[src/rtl/task_write_raw.sv]
// Raw-path SD write test task: resets sdspihost, writes BYTES_TO_WRITE bytes from FIRST_BLOCK, times the run.
// Optional: define TASK_WRITE_RAW_LFSR_EN to source data_in from an 8-bit Galois LFSR instead of the counter pattern.
module task_write_raw #(
    parameter int unsigned BYTES_TO_WRITE = 32 << 9,
    parameter logic [31:0] FIRST_BLOCK    = 32'd43,
    parameter int unsigned RST_CYCLES     = 16
) (
    input  logic        clk,
    input  logic        rst_n,
    output logic        spi_ctl,
    output logic        rst_eluks,
    output logic        rst_spi,
    output logic        w_block,
    output logic        w_byte,
    output logic [7:0]  data_in,
    output logic [31:0] block_addr,
    input  logic        spi_busy,
    input  logic        spi_err,
    output logic        end_signal,
    output logic        error,
    output logic [63:0] exec_time
);
    if (BYTES_TO_WRITE < 512 || (BYTES_TO_WRITE % 512) != 0) begin : g_bad_size
        $error("task_write_raw: BYTES_TO_WRITE must be a non-zero multiple of 512");
    end

    localparam logic [31:0] NUM_BLOCKS = 32'(BYTES_TO_WRITE / 512);
    localparam logic [31:0] RST_LAST   = 32'(RST_CYCLES - 1);

    typedef enum logic [3:0] {
        S_RST_SPI, S_WAIT_INIT, S_START_BLK, S_WAIT_ACC, S_WAIT_RDY,
        S_SEND, S_WAIT_SHIFT, S_WAIT_BLK, S_END, S_ERROR
    } state_t;

    state_t      state, state_nx;
    logic [31:0] rst_cnt, rst_cnt_nx;
    logic        init_seen, init_seen_nx;
    logic [8:0]  byte_cnt, byte_cnt_nx;
    logic [31:0] blk_cnt, blk_cnt_nx;
    logic [7:0]  data_nx, pattern;
    logic [31:0] addr_nx;
    logic        w_block_nx, working;

    assign spi_ctl   = 1'b0;
    assign rst_eluks = 1'b1;

`ifdef TASK_WRITE_RAW_LFSR_EN
    logic [7:0] lfsr;

    // Advances once per byte sent; never reseeded between blocks.
    always_ff @(posedge clk or negedge rst_n) begin
        if (!rst_n) begin
            lfsr <= 8'h01;
        end else if (state == S_SEND) begin
            lfsr <= (lfsr >> 1) ^ (lfsr[0] ? 8'hB8 : 8'h00);
        end
    end

    assign pattern = lfsr;
`else
    assign pattern = byte_cnt[7:0] ^ blk_cnt[7:0];
`endif

    assign working = (state inside {S_START_BLK, S_WAIT_ACC, S_WAIT_RDY,
                                    S_SEND, S_WAIT_SHIFT, S_WAIT_BLK});

    always_comb begin
        state_nx     = state;
        rst_cnt_nx   = rst_cnt;
        init_seen_nx = init_seen;
        byte_cnt_nx  = byte_cnt;
        blk_cnt_nx   = blk_cnt;
        data_nx      = data_in;
        addr_nx      = block_addr;
        w_block_nx   = 1'b0;
        case (state)
            S_RST_SPI: begin
                if (rst_cnt == RST_LAST) state_nx = S_WAIT_INIT;
                else rst_cnt_nx = rst_cnt + 32'd1;
            end
            S_WAIT_INIT: begin
                if (!init_seen) begin
                    if (spi_busy) init_seen_nx = 1'b1;
                end else if (!spi_busy) begin
                    state_nx = S_START_BLK;
                end
            end
            S_START_BLK: state_nx = S_WAIT_ACC;
            S_WAIT_ACC: if (spi_busy) state_nx = S_WAIT_RDY;
            S_WAIT_RDY: begin
                if (!spi_busy) begin
                    data_nx  = pattern;
                    state_nx = S_SEND;
                end
            end
            S_SEND: state_nx = S_WAIT_SHIFT;
            S_WAIT_SHIFT: begin
                if (spi_busy) begin
                    byte_cnt_nx = byte_cnt + 9'd1;
                    state_nx    = (byte_cnt == 9'd511) ? S_WAIT_BLK : S_WAIT_RDY;
                end
            end
            S_WAIT_BLK: begin
                if (!spi_busy) begin
                    blk_cnt_nx = blk_cnt + 32'd1;
                    state_nx   = (blk_cnt_nx == NUM_BLOCKS) ? S_END : S_START_BLK;
                end
            end
            default: state_nx = state;
        endcase

        // A host error wins over whatever the step above decided.
        if (working && spi_err) begin
            state_nx    = S_ERROR;
            byte_cnt_nx = byte_cnt;
            blk_cnt_nx  = blk_cnt;
            data_nx     = data_in;
        end

        if (state_nx == S_START_BLK) addr_nx = FIRST_BLOCK + blk_cnt_nx;

        // w_block drops for the START_BLK cycle between blocks so the host sees a fresh rise.
        case (state_nx)
            S_START_BLK: w_block_nx = (state != S_WAIT_BLK);
            S_WAIT_ACC, S_WAIT_RDY, S_SEND, S_WAIT_SHIFT, S_WAIT_BLK: w_block_nx = 1'b1;
            default: w_block_nx = 1'b0;
        endcase
    end

    always_ff @(posedge clk or negedge rst_n) begin
        if (!rst_n) begin
            state      <= S_RST_SPI;
            rst_cnt    <= '0;
            init_seen  <= 1'b0;
            byte_cnt   <= '0;
            blk_cnt    <= '0;
            rst_spi    <= 1'b1;
            w_block    <= 1'b0;
            w_byte     <= 1'b0;
            data_in    <= '0;
            block_addr <= FIRST_BLOCK;
            end_signal <= 1'b0;
            error      <= 1'b0;
            exec_time  <= '0;
        end else begin
            state      <= state_nx;
            rst_cnt    <= rst_cnt_nx;
            init_seen  <= init_seen_nx;
            byte_cnt   <= byte_cnt_nx;
            blk_cnt    <= blk_cnt_nx;
            rst_spi    <= (state_nx == S_RST_SPI);
            w_block    <= w_block_nx;
            w_byte     <= (state_nx == S_SEND);
            data_in    <= data_nx;
            block_addr <= addr_nx;
            end_signal <= end_signal | (state_nx == S_END);
            error      <= error | (state_nx == S_ERROR);
            if (working) exec_time <= exec_time + 64'd1;
        end
    end
endmodule
[config.mk]
export PLATFORM = sky130hd
export DESIGN_NAME = task_write_raw
export DESIGN_NICKNAME = d
export VERILOG_FILES = /design/src/rtl/task_write_raw.sv
export SDC_FILE = /design/constraint.sdc
export NUM_CORES = 1
export LEC_CHECK = 0
export BUFFER_PORTS_ARGS = -buffer_cell sky130_fd_sc_hd__buf_4
export CORE_MARGIN = 5
export CORE_UTILIZATION = 52
export CTS_CLUSTER_DIAMETER = 150
export CTS_CLUSTER_SIZE = 16
export DETAILED_ROUTE_END_ITERATION = 8
export GPL_TIMING_DRIVEN = 0
export PLACE_DENSITY = 0.83
export RECOVER_POWER = 100
export SYNTH_ARGS = -nofsm -noshare
export SYNTH_HDL_FRONTEND = slang
export SYNTH_SLANG_ARGS = --single-unit
[constraint.sdc]
create_clock -name clk -period 3.8 [get_ports clk]
set_input_delay 0 -clock clk [delete_from_list [all_inputs] [get_ports clk]]
set_output_delay 0 -clock clk [all_outputs]
set_load 0.02 [all_outputs]
==> impl_metrics.json, run 1 <==
{
  "setup-violations-final": 0,
  "synth-main-ff-cell": "dfrtp_1",
  "async_reset_ff_share_pct": 100,
  "grt_pass1_vias": 7331,
  "cts_tree": "done",
  "crit_type": "register to register",
  "routed_via_density": 5.70,
  "synth_commonest_cells": "dfrtp_1 (182), nand2_1 (103), xnor2_1 (98)",
  "tightest_slew_ns": 1.74,
  "cts_setup_buffers": 0,
  "synth_top_area_share_pct": 45.9,
  "area_growth_pct": 13.5,
  "yosysMostFrequentCell": "dfrtp_1",
  "avgSynthCellArea_sq_um": 10.3,
  "antenna_found_initial": 0,
  "peakVddDrop_v": 0.000360,
  "r2r-start": "state[0]",
  "leakage_nw": 5.24,
  "p_per_area_nw_per_um2": 389,
  "clock.fmax_mhz": 274,
  "required_ns": 4.12,
  "hold_ws_ns": 0.0671,
  "maxCapViolCount": 2,
  "worstSetupStartpoint": "state[0]",
  "synth_edf_count": 0,
  "routed_wl_um": 22200,
  "gp_congestion": 0.914,
  "reg2reg_slack_ns": 0.15,
  "numCtsBuffers": 17,
  "ant_nets": 0,
  "grt_start_max_net_pins": 118,
  "routedWlPerCell_um": 16.5,
  "endpoint_kind": "register",
  "worstPathArrival_ns": 3.97,
  "rr_endpoint": "block_addr[30]",
  "final_util_pct": 60.0,
  "synth_area_sq_um": 9910,
  "die_h_um": 148,
  "final_nets": 1113,
  "yosysUniqueCellTypes": 79,
  "period_needed_ns": 3.65,
  "grt_pass1_wl_um": 37000,
  "synth_top_cell_by_area": "dfrtp_1",
  "hold_viol": 0,
  "drtPass1Iterations": 7,
  "track_usage_pct": 20.4,
  "clk_path_buf_depth": 2,
  "start_util_pct": 52.8,
  "rr_worst_depth": 12,
  "total_power_w": 0.00438,
  "cp-start-kind": "register",
  "die_w_um": 148,
  "endpoint": "block_addr[30]",
  "ys_seq_elements": 187,
  "diodes": 0,
  "insertion_delay_ns": 0.43,
  "syn_nets": 978,
  "die-area_sq_um": 21900,
  "overflow": 0,
  "via_count": 7684,
  "ioPinCount": 115,
  "hold_path.class": "input port to register",
  "slew_headroom_pct": -15.8,
  "htree_levels": 4,
  "grt_setup_unrepaired": "false",
  "drtIter0Drc": 749,
  "coreArea_sq_um": 18800,
  "path_clk_slew_ns": 0.08,
  "synth_warnings": 0,
  "synthCells": 967,
  "ys_seq_area_share_pct": 47.3,
  "cp_max_fo": 10,
  "root_buffer": "clkbuf_16",
  "dp_hpwl_um": 15800,
  "drv_slew": 189,
  "num_rows": 50,
  "violations": "max-capacitance violations, max-slew violations",
  "skew_ns": 0.0126,
  "drive_above_1_share_pct": 10.9,
  "synthTopCellsByArea": "dfrtp_1 (46%), xnor2_1 (8.7%), xor2_1 (6.4%)",
  "status": "complete, but fails checks",
  "period_share_pct": 96.2,
  "cts_sinks": 187,
  "drc": 0,
  "portBuffers": 112
}
==> area by class of cell <==
class | count | area, sq um
flip-flops and latches | 187 | 4690
inverters | 34 | 128
clock inverters | 12 | 114
repair buffers | 115 | 457
well taps | 234 | 293
clock buffers | 20 | 467
plain buffers | 38 | 190
multi-input cells | 709 | 4920
fillers | 1596 | 7510
==> worst min-delay path by stage <==
stage / from / endpoint / slack, ns / cells past startpoint
after global placement: spi_err / state[3] / 0.35 / 3
after global routing: spi_busy / w_block / 0.09 / 4
after CTS: spi_busy / w_block / 0.04 / 4
after floorplan: rst_n / blk_cnt[0] / -0.30 / 0
after detailed placement: rst_n / rst_cnt[20] / -0.003 / 1
final: spi_busy / w_block / 0.07 / 4
==> timing repair <==
action | CTS | global route
gates resized for setup | 2 | 5
hold endpoints to repair | 71 | 0
setup endpoints to repair | 8 | 40
hold buffers | 2 | 0
gates cloned | 0 | 1
pin swaps | 0 | 1
==> state kept, by name, indices dropped and copies added, names as in the netlist <==
signal	count
data_in	8
init_seen	1
exec_time	64
w_byte	1
end_signal	1
byte_cnt	9
blk_cnt	32
rst_spi	1
rst_cnt	32
error	1
w_block	1
block_addr	32
state	4
==> stage by stage <==
step	area, sq um	std cells	TNS (ns)	setup WS, ns
2_1_floorplan	9910	967	0	0.575
3_3_place_gp	11000	1313	-0.395	-0.0944
3_5_place_dp	11100	1314	-0.269	-0.126
4_1_cts	11700	1348	0	0.00695
5_1_grt	11300	1349	0	0.00285
6_report	11300	1349	0	0.146
==> layer usage <==
metal	routed length (um)	track usage, %	up-vias	share of wire, %
met5	0	0	-	0
met4	424	5.77	0	1.9
met3	1380	4.24	33	6.2
met2	10300	32.7	244	47
met1	10100	28.3	3781	45
li1	-	-	3626	-
==> report_power, final <==
part           total (W)  switching [W]  internal (W)
registers        0.00216      0.0000712       0.00209
logic           0.000458       0.000313      0.000145
clock network    0.00176       0.000837      0.000923
total            0.00438        0.00122       0.00315
==> cell families after synthesis <==
kind of cell	share of synthesized area (%)
fa+ha+maj	0.883
flops	47.3
xor+xnor	15.2
mux	5.04
other cells	0.0757
buf+inv	3.21
compound gates	4.91
simple gates	23.4
==> worst max-delay path, cell delays in order (launching register included) <==
cell	delay (ns)
dfrtp_1	0.40
nand2b_1	0.13
clkbuf_1	0.46
nor2_4	0.17
xnor2_1	0.24
ha_1	0.30
a221oi_1	0.24
a211o_1	0.22
nor3b_2	0.41
nand3_1	0.32
nor3_2	0.29
xnor2_1	0.09
mux2_2	0.27
==> placed cells by master (no fill, tap or decap), drive strengths merged, types with 5 or more instances in the layout <==
master  synthesis  layout
dfrtp         182     182
clkbuf         19     151
nand2         104     104
xnor2          99      99
xor2           72      72
nor2           72      72
nand3          52      52
inv            33      43
mux2           39      39
nand4          38      38
and3           37      37
nor3           27      28
nor4           22      22
buf            19      20
and4           15      15
a21oi          12      12
and2           11      11
o21ai          10      10
or2             9       9
nand2b          8       8
a31oi           7       7
ha              7       7
or4             5       5
dfstp           5       5
a211oi          5       5
Note: power is estimated with default switching activity, not from simulation.
==> run 2, diff against run 1 <==
Settings changed: BUFFER_PORTS_ARGS -buffer_cell sky130_fd_sc_hd__buf_4 to -buffer_cell sky130_fd_sc_hd__buf_2.
==> impl_metrics.json, run 2 (same netlist as run 1, synthesis figures left out) <==
{
  "drc": 0,
  "cp_max_fo": 9,
  "drtPass1Iterations": 5,
  "die_h_um": 148,
  "drv_slew": 78,
  "cpMostUsedCell": "xor2_1",
  "pre_cts_ws_ns": -0.130,
  "grt_pass1_wl_um": 36400,
  "portBuffers": 112,
  "cpMaxStageDelayCell": "nor4_1",
  "leakage_nw": 5.28,
  "tightest_slew_ns": 1.88,
  "crit_type": "register to register",
  "peakVddDrop_v": 0.000375,
  "cts_tree": "done",
  "die_w_um": 148,
  "status": "complete, but fails checks",
  "top_register": "exec_time",
  "drtIter0Drc": 541,
  "violations": "max-capacitance violations, max-slew violations",
  "drive_above_1_share_pct": 11.3,
  "ant_nets": 0,
  "routed_via_density": 5.62,
  "slew_headroom_pct": -25.3,
  "endpoint_kind": "register",
  "worstPathArrival_ns": 3.91,
  "cp-start-kind": "register",
  "num_rows": 50,
  "coreArea_sq_um": 18800,
  "routedWlPerCell_um": 15.9,
  "numCtsBuffers": 17,
  "final_util_pct": 60.2,
  "final_common_cell": "dfrtp_1",
  "path_clk_slew_ns": 0.07,
  "layout_common_cells": "dfrtp_1 (181), clkbuf_1 (129), nand2_1 (103)",
  "hold_viol": 0,
  "diodes": 0,
  "routed_wl_um": 21500,
  "p_per_area_nw_per_um2": 390,
  "track_usage_pct": 20.1,
  "clk_path_buf_depth": 2,
  "start_util_pct": 52.8,
  "finalWorstSetupSlack_ns": 0.213,
  "n_fill_cell": 1580,
  "period_share_pct": 94.4,
  "grt_start_max_net_pins": 112,
  "root_buffer": "clkbuf_16",
  "overflow": 0,
  "path_cells": "buf_2 > nand3_4 > nor4_1 > nand4_1 > xor2_1 > and4bb_2 > nand3_1 > nor3_1 > xor2_1 > mux2_1",
  "hold_path.class": "input port to register",
  "ioPinCount": 115,
  "dp_hpwl_um": 15500,
  "area_growth_pct": 13.9,
  "max_stage_delay_ns": 0.90,
  "ff_latch_area_sq_um": 4690,
  "clock.fmax_mhz": 279,
  "skew_ns": 0.0102,
  "setup-violations-final": 0,
  "required_ns": 4.12,
  "final_nets": 1113,
  "largest_reg_flops": 64,
  "period_needed_ns": 3.59,
  "gp_congestion": 0.936,
  "insertion_delay_ns": 0.44,
  "maxCapViolCount": 1,
  "htree_levels": 4,
  "die-area_sq_um": 21900,
  "antenna_found_initial": 0,
  "multi_input_area_sq_um": 4940,
  "cts_sinks": 187,
  "grt_pass1_vias": 7390,
  "via_count": 7587
}
[run 2: cell count changes in the layout (fill, tap and decap cells not counted), sizes merged]
| cell | previous run | this run |
|---|---|---|
| nor3 | 28 | 27 |
| bufinv | 0 | 1 |
| clkinvlp | 1 | 0 |
| buf | 20 | 22 |
| clkbuf | 151 | 149 |
| clkinv | 2 | 6 |
| inv | 43 | 40 |
[run 2: path summary, 6_finish.rpt]
check	from	to	slack (ns)	depth (start not counted)
worst min-delay path	spi_busy	w_block	0.09	4
worst min register to register	block_addr[1]	block_addr[1]	0.46	2
max in group asynchronous	rst_n	data_in[6]	0.83	3
min in group asynchronous	rst_n	rst_cnt[18]	0.59	2
worst max register to register	blk_cnt[0]	block_addr[29]	0.21	10
worst max-delay path	blk_cnt[0]	block_addr[29]	0.21	10
[run 2: cell type report]
class | instances | share of cell area (%)
Buffer | 38 | 1.68
Clock buffer | 19 | 3.92
Clock inverter | 13 | 1.37
Inverter | 34 | 1.13
Multi-Input combinational cell | 708 | 43.7
Sequential cell | 187 | 41.5
Tap cell | 234 | 2.59
Timing Repair Buffer | 116 | 4.07
[run 2: critical path: cells and delay by family, from the launching register on]
kind          cells  cell delay, ns
xor+xnor          2            0.38
mux               1            0.29
flops             1            0.39
simple gates      6            2.16
buf+inv           1            0.24
[run 2: timing repair]
action,CTS,global route
setup endpoints to repair,32,34
hold buffers,2,0
gates resized for setup,3,6
hold endpoints to repair,77,0
pin swaps,0,2
buffers inserted,0,1
[run 2: layer usage]
layer	share of wire, %	vias up	wire length (um)	track usage, %
li1	-	3623	-	-
met1	45	3732	9710	27.3
met2	47	197	10200	32.2
met3	5.7	35	1220	4.75
met4	1.8	0	380	6.33
met5	0	-	0	0
[run 2: where the power goes]
part,internal (W),switching (W)
Sequential,0.00209,0.0000679
Clock,0.000954,0.000833
Combinational,0.000145,0.000320
Total,0.00319,0.00122
[run 2: per-stage QoR]
stage | instance area, sq um | TNS, ns | power (W) | hold slack [ns] | cells
floorplan | 9910 | 0 | 0.00248 | -0.296 | 967
global placement | 10800 | -38.74 | 0.00265 | 0.390 | 1313
detailed placement | 10800 | -0.768 | 0.00268 | 0.0163 | 1314
CTS | 11400 | 0 | 0.00447 | 0.0687 | 1348
global route | 11300 | -0.0191 | 0.00461 | 0.0957 | 1349
finish | 11300 | 0 | 0.00441 | 0.0891 | 1349
